`config.mk`:
```
export PLATFORM = sky130hd
export DESIGN_NAME = mips_datapath_pc_sequencer
export DESIGN_NICKNAME = d
export VERILOG_FILES = /design/src/rtl/mips_datapath_pc_sequencer_pkg.sv /design/src/rtl/mips_datapath_pc_sequencer_resolve.sv /design/src/rtl/mips_datapath_pc_sequencer.sv
export SDC_FILE = /design/constraint.sdc
export NUM_CORES = 1
export LEC_CHECK = 0
export ABC_AREA = 1
export BUFFER_PORTS_ARGS = -buffer_cell sky130_fd_sc_hd__buf_2
export CORE_AREA = 5 5 109 111
export DETAILED_ROUTE_END_ITERATION = 10
export DIE_AREA = 0 0 114 116
export PLACE_DENSITY_LB_ADDON = 0.12
export SYNTH_ARGS = -nofsm -noshare
export SYNTH_HDL_FRONTEND = slang
export SYNTH_SLANG_ARGS = --single-unit
```
`constraint.sdc`:
```
create_clock -name ctrl -period 1.92 [get_ports ctrl]
set_clock_uncertainty 0.05 [all_clocks]
set_input_delay 0.288 -clock ctrl [delete_from_list [all_inputs] [get_ports ctrl]]
set_output_delay 0.288 -clock ctrl [all_outputs]
set_load 0.1 [all_outputs]
```
`src/rtl/mips_datapath_pc_sequencer_pkg.sv`:
```
// Shared types for the PC sequencer: clock/reset bundle, PC action codes,
// MIPS opcode/funct constants and the fetch FSM state encoding.
package mips_datapath_pc_sequencer_pkg;

  typedef struct packed {
    logic clock;
    logic reset;
  } ctrl_t;

  function automatic logic Clock(input ctrl_t c);
    return c.clock;
  endfunction

  function automatic logic Reset(input ctrl_t c);
    return c.reset;
  endfunction

  typedef enum logic [2:0] {
    PC_NONE   = 3'd0,
    PC_INC    = 3'd1,
    PC_BRANCH = 3'd2,
    PC_JUMP   = 3'd3,
    PC_JUMPR  = 3'd4
  } pc_action_e;

  localparam logic [5:0] OP_SPECIAL = 6'd0;
  localparam logic [5:0] OP_J       = 6'd2;
  localparam logic [5:0] OP_JAL     = 6'd3;
  localparam logic [5:0] OP_BEQ     = 6'd4;
  localparam logic [5:0] OP_BNE     = 6'd5;
  localparam logic [5:0] FN_JR      = 6'd8;
  localparam logic [5:0] FN_JALR    = 6'd9;

  typedef enum logic [1:0] {
    S_FETCH = 2'd0,
    S_WAIT  = 2'd1,
    S_HOLD  = 2'd2
  } seq_state_e;

endpackage

```
`src/rtl/mips_datapath_pc_sequencer_resolve.sv`:
```
// Combinational branch/jump resolution: maps the held instruction and the
// register operands to the PC action and its offset/target operands.
module mips_datapath_pc_sequencer_resolve
  import mips_datapath_pc_sequencer_pkg::*;
#(
  parameter int unsigned ADDR_W   = 32,
  parameter int unsigned OFFSET_W = 16,
  parameter int unsigned JUMP_W   = 26,
  parameter int unsigned INSTR_W  = 32
) (
  input  logic [INSTR_W-1:0]  instr,
  input  logic [31:0]         rsData,
  input  logic [31:0]         rtData,
  output pc_action_e          action,
  output logic [OFFSET_W-1:0] offset,
  output logic [JUMP_W-1:0]   jump,
  output logic [ADDR_W-1:0]   jumpr
);

  logic [5:0] op;
  logic [5:0] fn;

  always_comb begin
    op     = instr[31:26];
    fn     = instr[5:0];
    action = PC_INC;
    case (op)
      OP_J, OP_JAL: action = PC_JUMP;
      OP_SPECIAL:   if (fn == FN_JR || fn == FN_JALR) action = PC_JUMPR;
      OP_BEQ:       if (rsData == rtData) action = PC_BRANCH;
      OP_BNE:       if (rsData != rtData) action = PC_BRANCH;
      default:      action = PC_INC;
    endcase
  end

  assign offset = instr[OFFSET_W-1:0];
  assign jump   = instr[JUMP_W-1:0];
  assign jumpr  = ADDR_W'(rsData);

endmodule

```
`src/rtl/mips_datapath_pc_sequencer.sv`:
```
// Fetch sequencer between the PC unit and instruction memory (FETCH/WAIT/HOLD).
// Optional fetch timeout/reissue: define MIPS_DATAPATH_PC_SEQUENCER_TIMEOUT_EN.
module mips_datapath_pc_sequencer
  import mips_datapath_pc_sequencer_pkg::*;
#(
  parameter int unsigned ADDR_W   = 32,
  parameter int unsigned OFFSET_W = 16,
  parameter int unsigned JUMP_W   = 26,
  parameter int unsigned INSTR_W  = 32,
  parameter int unsigned TIMEOUT  = 15
) (
  input  ctrl_t               ctrl,
  input  logic [ADDR_W-1:0]   addrCurr,
  output logic                memReqValid,
  input  logic                memReqReady,
  output logic [ADDR_W-1:0]   memReqAddr,
  input  logic                memRespValid,
  input  logic [INSTR_W-1:0]  memRespData,
  output logic [4:0]          rsAddr,
  output logic [4:0]          rtAddr,
  input  logic [31:0]         rsData,
  input  logic [31:0]         rtData,
  output logic                instrValid,
  input  logic                instrReady,
  output logic [INSTR_W-1:0]  instr,
  output pc_action_e          action,
  output logic [OFFSET_W-1:0] offset,
  output logic [JUMP_W-1:0]   jump,
  output logic [ADDR_W-1:0]   jumpr
);

  logic clk;
  logic rst;
  assign clk = Clock(ctrl);
  assign rst = Reset(ctrl);

  seq_state_e         state_q;
  logic [INSTR_W-1:0] instr_q;
  logic               instr_valid_q;
  logic               fire;
  logic               resp_take;
  logic               timeout;
  pc_action_e         resolved;

  // Request is gated by reset so it is low in every reset cycle, not just after the first edge.
  assign memReqValid = (state_q == S_FETCH) && !rst;
  assign memReqAddr  = addrCurr;
  assign instrValid  = instr_valid_q;
  assign instr       = instr_q;
  assign rsAddr      = instr_q[25:21];
  assign rtAddr      = instr_q[20:16];
  assign fire        = instr_valid_q && instrReady;
  assign action      = fire ? resolved : PC_NONE;

`ifdef MIPS_DATAPATH_PC_SEQUENCER_TIMEOUT_EN
  localparam int unsigned CNT_W = (TIMEOUT > 1) ? $clog2(TIMEOUT) : 1;

  logic [1:0]       stale_q;
  logic [CNT_W-1:0] wait_cnt_q;
  logic             stale_rsp;
  logic             cnt_at_limit;

  // Late responses to abandoned fetches may land in any state; each one retires one stale slot.
  assign stale_rsp    = memRespValid && (stale_q != 2'd0);
  assign cnt_at_limit = (wait_cnt_q == CNT_W'(TIMEOUT - 1));
  assign resp_take    = (state_q == S_WAIT) && memRespValid && (stale_q == 2'd0);
  assign timeout      = (state_q == S_WAIT) && !resp_take && cnt_at_limit && (stale_q != 2'd3);

  always_ff @(posedge clk) begin
    if (rst) begin
      stale_q    <= '0;
      wait_cnt_q <= '0;
    end else begin
      case ({timeout, stale_rsp})
        2'b10:   stale_q <= stale_q + 2'd1;
        2'b01:   stale_q <= stale_q - 2'd1;
        default: stale_q <= stale_q;
      endcase
      if (state_q == S_WAIT && !resp_take && !timeout) begin
        if (!cnt_at_limit) wait_cnt_q <= wait_cnt_q + CNT_W'(1);
      end else begin
        wait_cnt_q <= '0;
      end
    end
  end
`else
  assign resp_take = (state_q == S_WAIT) && memRespValid;
  assign timeout   = 1'b0;
`endif

  always_ff @(posedge clk) begin
    if (rst) begin
      state_q       <= S_FETCH;
      instr_q       <= '0;
      instr_valid_q <= 1'b0;
    end else begin
      unique case (state_q)
        S_FETCH: begin
          if (memReqValid && memReqReady) state_q <= S_WAIT;
        end
        S_WAIT: begin
          if (resp_take) begin
            instr_q       <= memRespData;
            instr_valid_q <= 1'b1;
            state_q       <= S_HOLD;
          end else if (timeout) begin
            state_q <= S_FETCH;
          end
        end
        S_HOLD: begin
          if (fire) begin
            instr_valid_q <= 1'b0;
            state_q       <= S_FETCH;
          end
        end
        default: state_q <= S_FETCH;
      endcase
    end
  end

  mips_datapath_pc_sequencer_resolve #(
    .ADDR_W   (ADDR_W),
    .OFFSET_W (OFFSET_W),
    .JUMP_W   (JUMP_W),
    .INSTR_W  (INSTR_W)
  ) u_resolve (
    .instr  (instr_q),
    .rsData (rsData),
    .rtData (rtData),
    .action (resolved),
    .offset (offset),
    .jump   (jump),
    .jumpr  (jumpr)
  );

endmodule

```
==> reports/results.tsv, run 1 <==
stage	metric	value	unit
route	finalWirelength	9.40	mm
synth	netlist_instances	442	
final_layout	nets	687	
critical_path	cp_num_buf_inv	2	
die	initial_core_util	0.276	
synth	synth_area_leader_cell	buf_4	
critical_path	required	1.58	ns
route	detail_route.wl_per_cell	13.4	µm
timing	grt_setup_unrepaired	yes	
power	p_comb_frac	0.588	
critical_path	endpoint_kind	output port	
power	p_sw	4680	µW
final_layout	layout_commonest_cell	buf_2	
min_path	hp-class	clk -> reg	
synth	ys_seq_area_frac	0.237	
run	cap_violations	0	
critical_path	critPathMaxStageDelay	0.36	ns
route	drtIter0Drc	70	
timing	final-hold-violation-count	0	
synth	yosysWarnings	0	
synth	syn_avg_cell_area	6.68	µm²
route	via_count	3002	
critical_path	ff2ff_path_depth	3	
route	drcViolationCount	0	
critical_path	crit_family	simple AND/OR/NAND/NOR gates	
critical_path	arrival	1.63	ns
placed_design	place_congestion	0.766	
grt	grt_pass1_vias	3138	
timing	setup_ws	-0.0431	ns
clocking	clk_latency	0.28	ns
grt	grt_max_degree	27	
placed_design	place_ws	-0.0186	ns
timing	finalSetupViolCount	2	
critical_path	worstReg2RegStart	state_q[0]$_SDFFE_PP0P_	
synth	ys_types	22	
timing	slew_headroom	0.665	
die	die_h	116	µm
power	power	7270	µW
die	num_io_pins	286	
synth	synthTopCellsByArea	buf_4 (29%), dfxtp_1 (24%), nand2_1 (14%)	
die	die_area	0.0132	mm²
clocking	cts.clk_slew.worst_paths	0.08	ns
clocking	postCtsHoldBufs	0	
timing	drv_slew	0	
final_layout	area.growth.synth_to_final	27.7	%
grt	overflow	0	
placed_design	place_hpwl	7.54	mm
power	switching_share	0.644	
synth	synth-seq-cells	35	
status	violations	setup timing	
grt	grt_pass1_wl	14.5	mm
critical_path	start_kind	flop	
timing	period_share	1.02	
power	vdd_drop_max	1.02	mV
timing	fin_hold_ws	0.0686	ns
critical_path	crit_path_top_delay_cell	dfxtp_4	
critical_path	crit_type	reg -> out	
grt	grt_antenna_before_repair	0	
critical_path	rrSetupSlack	0.46	ns
power	p_leak	0.00204	µW
min_path	hold_end	instr[15]$_SDFFE_PP0P_	
final_layout	diodes	0	
min_path	min_path_cells	3	
route	dr.pass1.iters	6	
power	intPower	2590	µW
critical_path	worstPathMaxFanout	4	
clocking	cts_tree	done	
grt	grt_use_total	0.142	
timing	layout_min_cycle_time	1.96	ns
final_layout	drive_above_1_share	0.496	
critical_path	path_cells	nor2_4 -> nand4_1 -> a21boi_1 -> o21a_1 -> nand3_1 -> nand2_2 -> clkinvlp_4 -> buf_12	
power	power_frac_seq	0.150	
power	power_density	1930	mW/mm²
die	die_w	114	µm
power	power_frac_clock	0.262	
synth	syn_area	0.00295	mm²
die	rows	38	
min_path	hp-start	ctrl[0]	
final_layout	layout_common_cells	buf_2 (216), nand2_1 (108), inv_1 (33)	
critical_path	r2r_end	instr[27]$_SDFFE_PP0P_	
timing	tightest_slew	0.507	ns
route	post_drt_via_cell_ratio	4.29	
synth	synth.top_cell.area_share	0.295	
route	drt.antenna.violating_nets	0	
timing	fmax	509	MHz
status	outcome	finished, violations left	
die	coreArea	0.0107	mm²
placed_design	io_buffers	220	
synth	synth_nets	575	
==> layout make-up <==
class	count	area [µm²]
Multi-Input combinational cell	237	1210
Clock inverter	3	26.3
Fill cell	1200	6930
Clock buffer	18	254
Timing Repair Buffer	228	1220
Tap cell	140	175
Inverter	38	150
Sequential cell	35	733
==> power groups by stage <==
stage          registers (µW)  logic (µW)  clock network, µW
2_1_floorplan            2180        3060                582
3_3_place_gp             1100        4230                307
3_5_place_dp             1100        4210                307
4_1_cts                  1090        4330               2010
5_1_grt                  1130        4440               2080
6_report                 1090        4280               1910
==> flip-flops by register name, summed over array words and instances (netlist names) <==
signal      cells
instrValid      1
instr          32
state_q         2
==> cells by family (layout without fill, tap and decap cells) <==
| logic type | after synthesis | in the layout | synth area share |
|---|---|---|---|
| xor gates and xnor gates | 19 | 19 | 0.0563 |
| and+or+nand+nor | 181 | 181 | 0.268 |
| AOI/OAI and AO/OA | 37 | 37 | 0.0703 |
| DFF | 35 | 35 | 0.237 |
| buffers and inverters | 170 | 287 | 0.368 |
==> worst min-delay path, cell delays in order <==
cell and delay [ns]:
clkbuf_16 0.11, buf_4 0.20, a21oi_1 0.05
==> worst max path at each step <==
stage / startpoint / endpoint / slack (ns) / depth (start not counted)
after floorplan: ctrl[0] / state_q[0]$_SDFFE_PP0P_ / -0.29 / 4
after global placement: rtData[4] / action[1] / -0.02 / 12
after detailed placement: rtData[4] / action[1] / -0.02 / 12
after CTS: instr[30]$_SDFFE_PP0P_ / action[0] / -0.06 / 8
after global routing: instr[31]$_SDFFE_PP0P_ / action[1] / -0.15 / 8
final: instr[31]$_SDFFE_PP0P_ / action[0] / -0.04 / 8
==> repair_timing <==
| action | in CTS | in global routing |
|---|---|---|
| endpoints found under the setup margin | 3 | 4 |
| gates cloned | 0 | 0 |
| endpoints found under the hold margin | 0 | 0 |
| pin swaps | 4 | 9 |
| resized for setup | 8 | 4 |
| buffers inserted | 4 | 0 |
==> routing by layer <==
layer / vias to the layer above / track usage / wire [µm]
met3: 10 / 0.101 / 1060
met4: 0 / 0.0760 / 75
met2: 165 / 0.205 / 4530
li1: 1508 / - / -
met1: 1319 / 0.155 / 3730
met5: - / 0 / 0
==> per-stage QoR <==
step	cells	util	instance area [µm²]	TNS [ns]
floorplan	442	-	3040	-0.607
global placement	678	0.324	3470	-0.0467
detailed placement	678	0.324	3470	-0.0232
CTS	700	0.352	3760	-0.101
global route	699	0.353	3770	-0.276
finish	699	0.353	3770	-0.0431
==> synthesized netlist by cell type <==
master    instances
a211oi_1          7
a21boi_1          1
a21oi_1          28
buf_1             1
buf_2            12
buf_4           116
clkbuf_1          3
dfxtp_1          35
inv_1            35
inv_2             3
nand2_1         110
nand3_1           8
nand3_2           1
nand3b_1          1
nand4_1          27
nor2_1           28
nor2_2            3
nor3_1            1
nor3_4            1
nor4_1            1
o21a_1            1
xnor2_1          19
Power figures use the tool's default switching activity.
==> run 2, diff against run 1 <==
- ABC_AREA: 1 -> default
==> run 2 against run 1 <==
The run ends with hold timing, setup timing left. Sequential power grew 12%. Area after synthesis is 14% lower. Via count shrank 18%. Critical path type is now in -> out.
==> reports/results.tsv, run 2 <==
stage	metric	value	unit	change
timing	setup_ws	-0.268	ns	was -0.0431 ns
critical_path	required	1.58	ns	about the same
power	intPower	2310	µW	was 2590 µW
power	p_comb_frac	0.658		was 0.588
status	outcome	finished, violations left		unchanged
placed_design	io_buffers	220		unchanged
timing	tightest_slew	0.501	ns	was 0.507 ns
power	p_leak	0.00178	µW	was 0.00204 µW
critical_path	endpoint_kind	output port		unchanged
final_layout	area.growth.synth_to_final	34.2	%	was 27.7%
final_layout	final_area	0.00342	mm²	was 0.00377 mm²
power	power_frac_clock	0.192		was 0.262
route	dr.pass1.iters	4		was 6
route	finalWirelength	8.28	mm	was 9.40 mm
placed_design	dp_cells	580		was 678
power	power_density	2380	mW/mm²	was 1930 mW/mm²
grt	overflow	0		unchanged
die	die_w	114	µm	unchanged
clocking	postCtsHoldBufs	0		unchanged
grt	grt_pass1_wl	12.1	mm	was 14.5 mm
final_layout	layout_commonest_cell	buf_2		unchanged
clocking	cts.clk_slew.worst_paths	0.08	ns	about the same
timing	period_share	1.14		was 1.02
critical_path	arrival	1.85	ns	was 1.63 ns
die	die_area	0.0132	mm²	unchanged
final_layout	drive_above_1_share	0.605		was 0.496
clocking	cts_tree	done		unchanged
die	rows	38		unchanged
die	num_io_pins	286		unchanged
synth	netlist_instances	330		was 442
synth	yosysWarnings	0		unchanged
critical_path	worstPathMaxFanout	2		was 4
grt	grt_pass1_vias	2591		was 3138
synth	synthTopCellsByArea	buf_4 (34%), dfxtp_1 (27%), xor2_1 (11%)		was buf_4 (29%), dfxtp_1 (24%), nand2_1 (14%)
die	die_h	116	µm	unchanged
synth	synthArstFlopShare	0		unchanged
timing	grt_setup_unrepaired	yes		unchanged
grt	grt_antenna_before_repair	0		unchanged
synth	synth_area_leader_cell	buf_4		unchanged
grt	grt_use_total	0.123		was 0.142
power	switching_share	0.716		was 0.644
run	cap_violations	0		unchanged
power	vdd_drop_max	1.19	mV	was 1.02 mV
power	p_sw	5830	µW	was 4680 µW
die	coreArea	0.0107	mm²	unchanged
synth	synth_nets	463		was 575
final_layout	fin_util	0.320		was 0.353
timing	drv_slew	0		unchanged
placed_design	place_hpwl	6.52	mm	was 7.54 mm
synth	synthTopCellsByCount	buf_4 (116), nand2_1 (68), dfxtp_1 (35), a21oi_1 (34), xor2_1 (32)		was buf_4 (116), nand2_1 (110), dfxtp_1 (35), inv_1 (35)
synth	synth-seq-cells	35		unchanged
route	drtIter0Drc	65		was 70
synth	synth.top_cell.area_share	0.341		was 0.295
route	detail_route.wl_per_cell	13.9	µm	was 13.4 µm
placed_design	dpl_cell_area	0.00315	mm²	was 0.00347 mm²
final_layout	layout_common_cells	buf_2 (212), nand2_1 (67), a21oi_1 (34)		was buf_2 (216), nand2_1 (108), inv_1 (33)
power	power_frac_seq	0.150		about the same
final_layout	largest_register_ff_count	32		unchanged
route	post_drt_via_cell_ratio	4.11		was 4.29
synth	syn_avg_cell_area	7.73	µm²	was 6.68 µm²
synth	ys_types	25		was 22
critical_path	start_kind	input pin		was flop
timing	fmax	457	MHz	was 509 MHz
route	drt.antenna.violating_nets	0		unchanged
final_layout	seq_area	726	µm²	was 733 µm²
timing	slew_headroom	0.668		was 0.665
route	drcViolationCount	0		unchanged
timing	fin_hold_ws	-0.0597	ns	was 0.0686 ns
synth	synthFlopType	dfxtp_1		unchanged
placed_design	place_congestion	0.855		was 0.766
synth	ys_seq_area_frac	0.275		was 0.237
final_layout	final_cells	596		was 699
critical_path	crit_type	in -> out		was reg -> out
synth	yosysMostFrequentCell	buf_4		unchanged
final_layout	nFillCells	1145		was 1200
timing	final-hold-violation-count	11		was 0
final_layout	multi_input_area	0.00102	mm²	was 0.00121 mm²
timing	layout_min_cycle_time	2.19	ns	was 1.96 ns
final_layout	nets	585		was 687
timing	finalSetupViolCount	3		was 2
final_layout	diodes	0		unchanged
grt	grt_max_degree	34		was 27
die	initial_core_util	0.238		was 0.276
synth	syn_area	0.00255	mm²	was 0.00295 mm²
synth	synth_edf_count	0		unchanged
min_path	hp-class	clk -> reg		unchanged
status	violations	hold timing, setup timing		was setup timing
route	via_count	2449		was 3002
clocking	clk_latency	0.28	ns	about the same
-- run 2: cell types whose count changed in the layout (fill, tap and decap cells not counted), moves of 4 or more --
| cell | change |
|---|---|
| xnor2_1 | -18 |
| buf_6 | +5 |
| buf_2 | -4 |
| a211oi_1 | -7 |
| nor4_1 | +6 |
| buf_4 | +7 |
| xor2_1 | +32 |
| nor2_1 | -23 |
| nand4_1 | -25 |
| nand3_1 | -6 |
| nand2_1 | -41 |
| inv_1 | -33 |
| a21oi_1 | +6 |
-- run 2: worst paths after layout --
path,start,to,slack (ns),cells after the start
worst max-delay path,rsData[5],action[0],-0.27,10
worst min-delay path,ctrl[0],instr[0]$_SDFFE_PP0P_,-0.06,2
worst max register to register,state_q[1]$_SDFFE_PP0P_,instr[6]$_SDFFE_PP0P_,0.56,5
worst min register to register,instr[13]$_SDFFE_PP0P_,instr[13]$_SDFFE_PP0P_,0.43,2
-- run 2: cell type report --
| class | count | share of cell area |
|---|---|---|
| clock buffers | 11 | 0.0431 |
| flip-flops and latches | 35 | 0.212 |
| well taps | 140 | 0.0512 |
| clock inverters | 5 | 0.0135 |
| multi-input cells | 168 | 0.298 |
| repair buffers | 237 | 0.382 |
-- run 2: metrics by stage --
step,total power [µW],setup slack (ns),setup TNS (ns)
2_1_floorplan,7110,-0.399,-1.27
3_3_place_gp,6930,-0.430,-0.838
3_5_place_dp,6930,-0.441,-0.852
4_1_cts,8290,-0.325,-0.784
5_1_grt,8510,-0.389,-0.977
6_report,8140,-0.268,-0.672
-- run 2: logic make-up after synthesis --
logic type	after synthesis	synth area share
flip-flops	35	0.275
multiplexers	2	0.00785
buffers and inverters	127	0.359
AO/OA/AOI/OAI	38	0.0790
AND/OR/NAND/NOR	96	0.170
XOR/XNOR	32	0.110
-- run 2: worst max-delay path, stage by stage --
cell and delay [ns]:
buf_6 0.09, xor2_1 0.14, nor4_1 0.28, buf_4 0.15
nand4_1 0.10, nor2_2 0.19, buf_6 0.13, mux2i_4 0.06
a211oi_4 0.20, buf_12 0.21
-- run 2: what timing repair did --
action	in CTS	in global routing
buffers inserted	1	0
pin swaps	10	0
endpoints found under the setup margin	4	3
gates resized for setup	18	1
-- run 2: power by group through the flow --
stage | clock, µW | sequential (µW) | combinational (µW)
after CTS | 1670 | 1230 | 5390
after detailed placement | 318 | 1240 | 5370
after floorplan | 593 | 2690 | 3830
after global routing | 1740 | 1270 | 5500
final | 1560 | 1220 | 5360
after global placement | 318 | 1230 | 5380
-- run 2: per-layer routing --
metal | up-vias | GRT usage | routed length [µm]
li1 | 1198 | - | -
met2 | 178 | 0.188 | 3970
met3 | 21 | 0.0893 | 1060
met5 | - | 0 | 0
met1 | 1052 | 0.113 | 3110
met4 | 0 | 0.0918 | 146
==> run 3, diff against run 2 <==
- CORE_AREA: 5 5 109 111 -> 5 5 107 109
- CTS_BUF_LIST: default -> sky130_fd_sc_hd__clkbuf_8
- DIE_AREA: 0 0 114 116 -> 0 0 112 114
==> run 3 against run 2 <==
The flow still finishes with violations (hold timing, setup timing). Design area rose by 1.3%. Combinational power barely moved. First-iteration DRC count fell by 23%. Critical path depth did not move. Clock-buffer cell count did not move. Worst setup slack improved by 0.012 ns. Sequential cell count did not move. Fmax rose by 0.55%. Core utilization rose by 1.0 points. Global-route usage rose by 0.66 points. Worst hold slack got worse by 0.0087 ns. Final cell count rose by 0.50%. Critical endpoint unchanged.
==> reports/results.tsv, run 3 (same netlist as run 2, synthesis figures left out) <==
stage	metric	value	unit	change
route	detail_route.wl_per_cell	13.6	µm	was 13.9 µm
power	p_leak	0.00181	µW	was 0.00178 µW
die	coreArea	0.0105	mm²	was 0.0107 mm²
route	drt.antenna.violating_nets	0		unchanged
timing	tightest_slew	0.506	ns	was 0.501 ns
final_layout	diodes	0		unchanged
critical_path	arrival	1.84	ns	was 1.85 ns
grt	grt_pass1_vias	2727		was 2591
route	drcViolationCount	0		unchanged
route	dr.pass1.iters	4		unchanged
placed_design	place_hpwl	6.34	mm	was 6.52 mm
die	rows	38		unchanged
critical_path	endpoint_kind	output port		unchanged
clocking	cts.clk_slew.worst_paths	0.08	ns	about the same
timing	finalSetupViolCount	3		unchanged
final_layout	drive_above_1_share	0.606		was 0.605
final_layout	fin_util	0.330		was 0.320
critical_path	crit_type	in -> out		unchanged
timing	period_share	1.13		was 1.14
status	outcome	finished, violations left		unchanged
final_layout	area.growth.synth_to_final	35.9	%	was 34.2%
grt	grt_max_degree	27		was 34
grt	grt_antenna_before_repair	0		unchanged
final_layout	layout_commonest_cell	buf_2		unchanged
critical_path	required	1.58	ns	about the same
critical_path	crit_path_top_delay_cell	nor4_2		was nor4_1
placed_design	place_congestion	0.898		was 0.855
timing	drv_slew	0		unchanged
route	drtIter0Drc	50		was 65
power	power_density	2390	mW/mm²	was 2380 mW/mm²
die	die_w	112	µm	was 114 µm
critical_path	crit_family	buffers and inverters		unchanged
critical_path	cp_num_buf_inv	4		unchanged
route	finalWirelength	8.13	mm	was 8.28 mm
grt	grt_pass1_wl	12.5	mm	was 12.1 mm
die	die_h	114	µm	was 116 µm
timing	slew_headroom	0.665		was 0.668
critical_path	crit_path_frequent_cell	buf_6		unchanged
clocking	cts_setup_buffers	0		was 1
grt	grt_use_total	0.129		was 0.123
power	vdd_drop_max	1.21	mV	was 1.19 mV
final_layout	nFillCells	1148		was 1145
timing	fin_hold_ws	-0.0684	ns	was -0.0597 ns
route	via_count	2471		was 2449
critical_path	path_cells	buf_6 -> xor2_1 -> nor4_2 -> buf_4 -> nand4_1 -> nor2_2 -> buf_6 -> mux2i_4 -> a211oi_4 -> buf_12		was buf_6 -> xor2_1 -> nor4_1 -> buf_4 -> nand4_1 -> nor2_2 -> buf_6 -> mux2i_4 -> a211oi_4 -> buf_12
route	post_drt_via_cell_ratio	4.13		was 4.11
final_layout	nets	588		was 585
placed_design	io_buffers	220		unchanged
min_path	hp-class	clk -> reg		unchanged
run	cap_violations	0		unchanged
critical_path	worstPathMaxFanout	2		unchanged
final_layout	largest_register_ff_count	32		unchanged
die	die_area	0.0128	mm²	was 0.0132 mm²
timing	final-hold-violation-count	9		was 11
clocking	postCtsHoldBufs	0		unchanged
critical_path	critPathMaxStageDelay	0.27	ns	was 0.28 ns
clocking	clk_latency	0.29	ns	was 0.28 ns
final_layout	layout_common_cells	buf_2 (213), nand2_1 (67), a21oi_1 (34)		was buf_2 (212), nand2_1 (67), a21oi_1 (34)
critical_path	start_kind	input pin		unchanged
grt	overflow	0		unchanged
timing	layout_min_cycle_time	2.18	ns	was 2.19 ns
clocking	cts_tree	done		unchanged
timing	tns	-0.669	ns	was -0.672 ns
die	initial_core_util	0.243		was 0.238
timing	setup_ws	-0.256	ns	was -0.268 ns
status	violations	hold timing, setup timing		unchanged
timing	fmax	460	MHz	was 457 MHz
die	num_io_pins	286		unchanged
timing	grt_setup_unrepaired	yes		unchanged
==> run 3: cell types whose count changed in the layout (fill, tap and decap cells not counted) <==
cell,delta
inv_8,+1
clkbuf_1,-1
clkbuf_8,+1
bufinv_16,+1
buf_12,+1
nor4_1,+1
nor4_2,-1
inv_1,+1
inv_6,-2
buf_2,+1
buf_4,+2
buf_6,-1
clkinv_8,-1
==> run 3: layer usage <==
metal  wire length [µm]  vias to the layer above  GRT usage
li1                   -                     1198          -
met1               3030                     1083      0.120
met2               3910                      175      0.189
met3               1030                       15     0.0987
met4                169                        0      0.107
met5                  0                        -          0
==> run 3: path summary, 6_finish.rpt <==
| check | start | endpoint | slack (ns) | cells after the start |
|---|---|---|---|---|
| setup / recovery | rtData[5] | action[0] | -0.26 | 10 |
| hold / removal | ctrl[0] | instr[20]$_SDFFE_PP0P_ | -0.07 | 2 |
| setup reg to reg | state_q[1]$_SDFFE_PP0P_ | instr[1]$_SDFFE_PP0P_ | 0.48 | 5 |
| hold reg to reg | instr[7]$_SDFFE_PP0P_ | instr[7]$_SDFFE_PP0P_ | 0.43 | 2 |
==> run 3: cell type report <==
cell class	instances	area (µm²)	area share
timing repair buffer	240	1340	0.386
multi-input combinational	168	1010	0.293
sequential	35	726	0.209
tap	140	175	0.0505
clock buffer	11	158	0.0455
clock inverter	5	57.6	0.0166
==> run 3: repair_timing <==
action,CTS,global route
pin swaps,5,0
setup endpoints to repair,4,3
cloned,0,0
gates resized for setup,16,1
==> run 3: per-stage QoR <==
| step | setup slack (ns) | cells | total power, µW | area [µm²] |
|---|---|---|---|---|
| 2_1_floorplan | -0.399 | 330 | 7110 | 2650 |
| 3_3_place_gp | -0.366 | 584 | 6940 | 3190 |
| 3_5_place_dp | -0.421 | 584 | 6940 | 3190 |
| 4_1_cts | -0.320 | 599 | 8430 | 3460 |
| 5_1_grt | -0.404 | 599 | 8660 | 3470 |
| 6_report | -0.256 | 599 | 8270 | 3470 |
==> run 3: power breakdown <==
group	internal, µW	switching, µW	total [µW]
clock	809	879	1690
sequential	978	240	1220
combinational	689	4680	5370
